[config.mk]
export PLATFORM = sky130hd
export DESIGN_NAME = adc_capture_ctrl
export DESIGN_NICKNAME = d
export VERILOG_FILES = /design/src/rtl/adc_capture_pkg.sv /design/src/rtl/adc_test_pattern.sv /design/src/rtl/adc_capture_ctrl.sv
export SDC_FILE = /design/constraint.sdc
export NUM_CORES = 1
export LEC_CHECK = 0
export ABC_AREA = 1
export BUFFER_PORTS_ARGS = -buffer_cell sky130_fd_sc_hd__buf_4
export CAP_MARGIN = 20
export CORE_MARGIN = 4
export CORE_UTILIZATION = 45
export DETAILED_ROUTE_END_ITERATION = 12
export HOLD_SLACK_MARGIN = 0.06
export PLACE_DENSITY = 0.7
export SLEW_MARGIN = 10
export SYNTH_ARGS = -nofsm -noshare
export SYNTH_HDL_FRONTEND = slang
export SYNTH_SLANG_ARGS = --single-unit
export TNS_END_PERCENT = 30
[constraint.sdc]
create_clock -name wrclk -period 4.64 [get_ports wrclk]
set_clock_uncertainty 0.2 [all_clocks]
set_input_delay 0 -clock wrclk [delete_from_list [all_inputs] [get_ports wrclk]]
set_output_delay 0 -clock wrclk [all_outputs]
set_load 0.03 [all_outputs]
[src/rtl/adc_capture_pkg.sv]
// Shared types and constants for the ADC capture controller.
package adc_capture_pkg;

  typedef enum logic [1:0] {
    ST_IDLE    = 2'd0,
    ST_ARMED   = 2'd1,
    ST_CAPTURE = 2'd2,
    ST_DONE    = 2'd3
  } state_e;

  localparam int DEPTH_DEF = 8192;
  localparam int CNT_W     = 14;
  localparam int DEC_W     = 4;
  localparam int RAMP_W    = 12;

  localparam logic [1:0] BW_8B      = 2'b00;
  localparam logic [1:0] BW_10B     = 2'b01;
  localparam logic [1:0] BW_12B     = 2'b10;
  localparam logic [1:0] BW_12B_ALT = 2'b11;

endpackage

[src/rtl/adc_test_pattern.sv]
// 12-bit ramp source; advances once per written sample, restarts on arm.
`ifdef TEST_PATTERN_EN
module adc_test_pattern
  import adc_capture_pkg::*;
(
  input  logic              clk,
  input  logic              rst,
  input  logic              clr,
  input  logic              step,
  output logic [RAMP_W-1:0] ramp
);

  logic [RAMP_W-1:0] ramp_q;
  logic [RAMP_W-1:0] ramp_d;

  always_comb begin
    ramp_d = ramp_q;
    if (clr) begin
      ramp_d = '0;
    end else if (step) begin
      ramp_d = ramp_q + RAMP_W'(1);
    end
  end

  always_ff @(posedge clk) begin
    if (rst) begin
      ramp_q <= '0;
    end else begin
      ramp_q <= ramp_d;
    end
  end

  assign ramp = ramp_q;

endmodule
`endif

[src/rtl/adc_capture_ctrl.sv]
// Armed/triggered ADC capture into a FIFO with decimation and resolution masking.
// Define TEST_PATTERN_EN to replace adc_data with an internal ramp.
module adc_capture_ctrl
  import adc_capture_pkg::*;
#(
  parameter int DATA_W = 12,
  parameter int DEPTH  = DEPTH_DEF
) (
  input  logic              wrclk,
  input  logic              rst,
  input  logic [DATA_W-1:0] adc_data,
  input  logic              arm,
  input  logic              trig,
  input  logic              sw_trig,
  input  logic              abort,
  input  logic [DEC_W-1:0]  decim,
  input  logic [1:0]        bw_bits,
  output logic [DATA_W-1:0] din,
  output logic              wren,
  output logic              busy,
  output logic              done,
  output logic [CNT_W-1:0]  wr_count
);

  localparam logic [DATA_W-1:0] ONES    = '1;
  localparam logic [DATA_W-1:0] MASK_8  = ONES << (DATA_W - 8);
  localparam logic [DATA_W-1:0] MASK_10 = ONES << (DATA_W - 10);

  state_e             state_q, state_d;
  logic               trig_q;
  logic [DEC_W-1:0]   dec_q, dec_d;
  logic [CNT_W-1:0]   cnt_q, cnt_d;
  logic [DATA_W-1:0]  din_q, din_d;
  logic               wren_q;
  logic [DATA_W-1:0]  sample;
  logic               arm_ok;
  logic               trig_hit;
  logic               wr_en;

  assign arm_ok   = arm && (state_q == ST_IDLE || state_q == ST_DONE);
  assign trig_hit = (trig & ~trig_q) | sw_trig;

`ifdef TEST_PATTERN_EN
  logic [RAMP_W-1:0] ramp;

  adc_test_pattern u_test_pattern (
    .clk  (wrclk),
    .rst  (rst),
    .clr  (arm_ok),
    .step (wr_en),
    .ramp (ramp)
  );

  assign sample = DATA_W'(ramp);
`else
  logic [DATA_W-1:0] adc_q;

  always_ff @(posedge wrclk) begin
    if (rst) begin
      adc_q <= '0;
    end else begin
      adc_q <= adc_data;
    end
  end

  assign sample = adc_q;
`endif

  always_comb begin
    state_d = state_q;
    dec_d   = dec_q;
    cnt_d   = cnt_q;
    wr_en   = 1'b0;
    unique case (state_q)
      ST_IDLE, ST_DONE: begin
        if (arm) state_d = ST_ARMED;
      end
      ST_ARMED: begin
        if (trig_hit) begin
          state_d = ST_CAPTURE;
          dec_d   = '0;
        end
      end
      ST_CAPTURE: begin
        // down-counter reloads from decim only after a write
        if (dec_q == '0) begin
          wr_en = 1'b1;
          dec_d = decim;
        end else begin
          dec_d = dec_q - DEC_W'(1);
        end
        if (cnt_q == CNT_W'(DEPTH - 1)) begin
          if (wr_en) state_d = ST_DONE;
        end
      end
      default: state_d = ST_IDLE;
    endcase
    if (arm_ok) cnt_d = '0;
    if (abort) begin
      state_d = ST_IDLE;
      wr_en   = 1'b0;
    end
    if (wr_en) cnt_d = cnt_q + CNT_W'(1);
  end

  always_comb begin
    din_d = din_q;
    if (wr_en) begin
      case (bw_bits)
        BW_8B:      din_d = sample & MASK_8;
        BW_10B:     din_d = sample & MASK_10;
        BW_12B:     din_d = sample;
        BW_12B_ALT: din_d = sample;
        default:    din_d = sample;
      endcase
    end
  end

  always_ff @(posedge wrclk) begin
    if (rst) begin
      state_q <= ST_IDLE;
      trig_q  <= 1'b0;
      dec_q   <= '0;
      cnt_q   <= '0;
      din_q   <= '0;
      wren_q  <= 1'b0;
    end else begin
      state_q <= state_d;
      trig_q  <= trig;
      dec_q   <= dec_d;
      cnt_q   <= cnt_d;
      din_q   <= din_d;
      wren_q  <= wr_en;
    end
  end

  assign din      = din_q;
  assign wren     = wren_q;
  assign busy     = (state_q == ST_ARMED) || (state_q == ST_CAPTURE);
  assign done     = (state_q == ST_DONE);
  assign wr_count = cnt_q;

endmodule
==> results.py <==
metrics = {
    "run_status": {
        "status": "finished, final reports clean",
    },
    "critical_path": {
        "r2r-end": "din[0]",
        "r2r-start": "dec_q[0]",
        "critPathLaunchType": "flip-flop",
        "worst-setup-path-type": "flip-flop to flip-flop",
        "r2r_cells": 9,
        "crit_required_ns": 4.68,
        "critPathArrivalTime_ns": 2.58,
        "cp-startpoint": "dec_q[0]",
        "cp-endpoint": "din[0]",
        "critPathMaxFanout": 25,
        "rrSetupSlack_ns": 2.10,
        "worst_setup_path_end_kind": "flip-flop",
    },
    "sta": {
        "setup_viol": 0,
        "tightestPinTransition_ns": 0.4639,
        "period_needed_ns": 2.537,
        "rsz0062_at_grt": "false",
        "max_freq_mhz": 394.2,
        "setup_tns_ns": 0,
        "finalHoldViolations": 0,
        "slew_headroom": 0.6904,
        "min_period_over_period": 0.5467,
        "drv_slew": 0,
    },
    "clock_network": {
        "hold_buffers": 38,
        "clk_latency_ns": 0.30,
        "cts.clk_slew.worst_paths_ns": 0.08,
        "cts_root_buf": "clkbuf_8",
        "htree_num_levels": 2,
        "cts-buffers-inserted": 5,
        "cts_setup_buffers": 0,
        "tritoncts": "built",
        "ctsResizeCount": 0,
        "cts.sinks": 46,
        "clockBufferDepth": 2,
    },
    "placed_design": {
        "place_congestion": 0.8378,
        "dp.cells": 384,
        "postPlaceCellArea_sq_mm": 0.002439,
        "hpwl_microns": 3159,
        "port-buffer-count": 52,
    },
    "yosys": {
        "yosysTopAreaCell": "dfxtp_1",
        "postSynthCellCount": 288,
        "synthTopCellsByArea": "dfxtp_1 (45%), nand2_1 (13%), nor2_1 (7.7%), a21oi_1 (7.4%), inv_1 (6.8%)",
        "ys_seq_area_frac": 0.4524,
        "syn_area_sq_mm": 0.002036,
        "ys_ff_latch": 46,
        "synthDistinctLibCells": 21,
        "yosys.area.top_type_share": 0.4524,
        "syn_nets": 318,
        "syn_area_per_cell_sq_um": 7.068,
        "ys_warn_count": 0,
    },
    "floorplanning": {
        "die_x_microns": 75.26,
        "num_rows": 24,
        "fp.dieH_microns": 75.26,
        "start_util": 0.4675,
        "core_sq_mm": 0.004354,
        "io_pins": 53,
        "dieArea_sq_mm": 0.005664,
    },
    "drt": {
        "ant_nets": 0,
        "via_per_inst": 4.686,
        "wirelength_microns": 4808,
        "wl_per_cell_microns": 11.18,
        "drc_errors": 0,
        "vias": 2015,
        "drt_iter0_drc": 123,
        "dr.pass1.iters": 4,
    },
    "finish": {
        "nets": 407,
        "drive_gt1_frac": 0.1799,
        "nFillCells": 369,
        "design_area_sq_mm": 0.002905,
        "area_delta_synth_final_pct": 42.72,
        "instances_no_fill": 430,
        "fin_util": 0.6672,
        "n_antenna_cell": 0,
    },
    "grt": {
        "antenna_found_initial": 0,
        "grt_overflow": 0,
        "track_usage": 0.1789,
        "grt_start_max_net_pins": 32,
        "grt_pass1_vias": 1774,
        "grt_pass1_wl_microns": 7783,
    },
    "min_path": {
        "hold_depth": 2,
        "hp-class": "flip-flop to flip-flop",
    },
    "flow_run": {
        "cap_violations": 0,
    },
    "power": {
        "cellLeakagePower_nw": 1.326,
        "p_per_area_mw_per_mm2": 271.3,
        "p_total_mw": 0.7882,
        "ir_drop_mv": 0.1518,
    },
}
-- layout by cell type, fill, tap and decap left out --
cell / instances
a21oi_1: 30
buf_4: 52
clkbuf_1: 1
clkbuf_8: 5
clkinv_2: 1
clkinv_4: 1
dfxtp_1: 46
dlygate4sd3_1: 38
ha_1: 6
inv_1: 37
inv_2: 2
nand2_1: 71
nand2_2: 1
nand3_1: 20
nand3_4: 1
nand4_1: 2
nor2_1: 42
nor2_2: 1
nor2_4: 1
nor3_1: 3
o21ai_0: 11
or2_0: 1
or2_2: 3
xnor2_1: 1
xor2_1: 1
-- final cells by class --
cell class                 instances  area, sq um  area share
sequential                        46        920.9      0.3170
multi-input combinational        195        915.9      0.3152
timing repair buffer              90        770.7      0.2653
inverter                          39        146.4     0.05039
clock buffer                       6        72.57     0.02498
tap                               52        65.06     0.02239
clock inverter                     2        13.76    0.004737
-- logic make-up (layout without fill, tap and decap cells) --
group	count (synthesis)	count (layout)	share of synthesized area
simple gates	146	146	0.3036
buf+inv	47	137	0.09773
xor+xnor	2	2	0.008606
compound gates	41	41	0.1008
flops	46	46	0.4524
fa+ha+maj	6	6	0.03688
-- synthesized netlist by cell type --
master    number
a21oi_1       30
buf_6          3
clkbuf_1       5
dfxtp_1       46
ha_1           6
inv_1         37
inv_2          2
nand2_1       71
nand2_2        1
nand3_1       20
nand3_4        1
nand4_1        2
nor2_1        42
nor2_2         1
nor2_4         1
nor3_1         3
o21ai_0       11
or2_0          1
or2_2          3
xnor2_1        1
xor2_1         1
-- worst min path at each step --
| stage | from | slack, ns | end |
|---|---|---|---|
| finish | adc_q[10] | 0.25 | din[10] |
| detailed placement | adc_data[9] | 0.007 | adc_q[9] |
| global placement | adc_data[9] | 0.002 | adc_q[9] |
| CTS | adc_q[11] | 0.25 | din[11] |
| floorplan | rst | -0.12 | wren |
| global route | adc_q[8] | 0.27 | din[8] |
-- where the power goes --
part | leakage (nW) | total, mW | switching [mW] | internal (mW)
Sequential | 0.375 | 0.416 | 0.00820 | 0.408
Clock | 0.0452 | 0.239 | 0.132 | 0.106
Combinational | 0.906 | 0.134 | 0.0703 | 0.0633
Total | 1.33 | 0.788 | 0.211 | 0.577
-- critical path: stages (launching register included) --
cell and delay, ns:
dfxtp_1 0.33, inv_1 0.07, ha_1 0.17, nand2_2 0.08
nor2_4 0.16, nand3_4 0.25, inv_2 0.40, nand3_1 0.12
a21oi_1 0.13, dlygate4sd3_1 0.57
-- state kept, by name, summed over array words and instances (netlist names) --
signal	cells
trig_q	1
wr_count	14
dec_q	4
wren	1
din	12
state_q	2
adc_q	12
-- routing by layer --
layer / part of all wire / vias up / track usage / routed length, microns
li1: - / 1072 / - / -
met5: 0 / - / 0 / 0
met4: 0.013 / 0 / 0.05437 / 62
met3: 0.050 / 5 / 0.04272 / 238
met1: 0.43 / 894 / 0.2153 / 2059
met2: 0.51 / 44 / 0.3153 / 2448
-- through the flow --
step	worst slack (ns)	hold WS (ns)
floorplan	2.819	-0.1159
global placement	2.648	0.001717
detailed placement	2.590	0.007459
CTS	2.101	0.2500
global route	1.876	0.2746
finish	2.103	0.2480
Note: power is estimated with default switching activity, not from simulation.
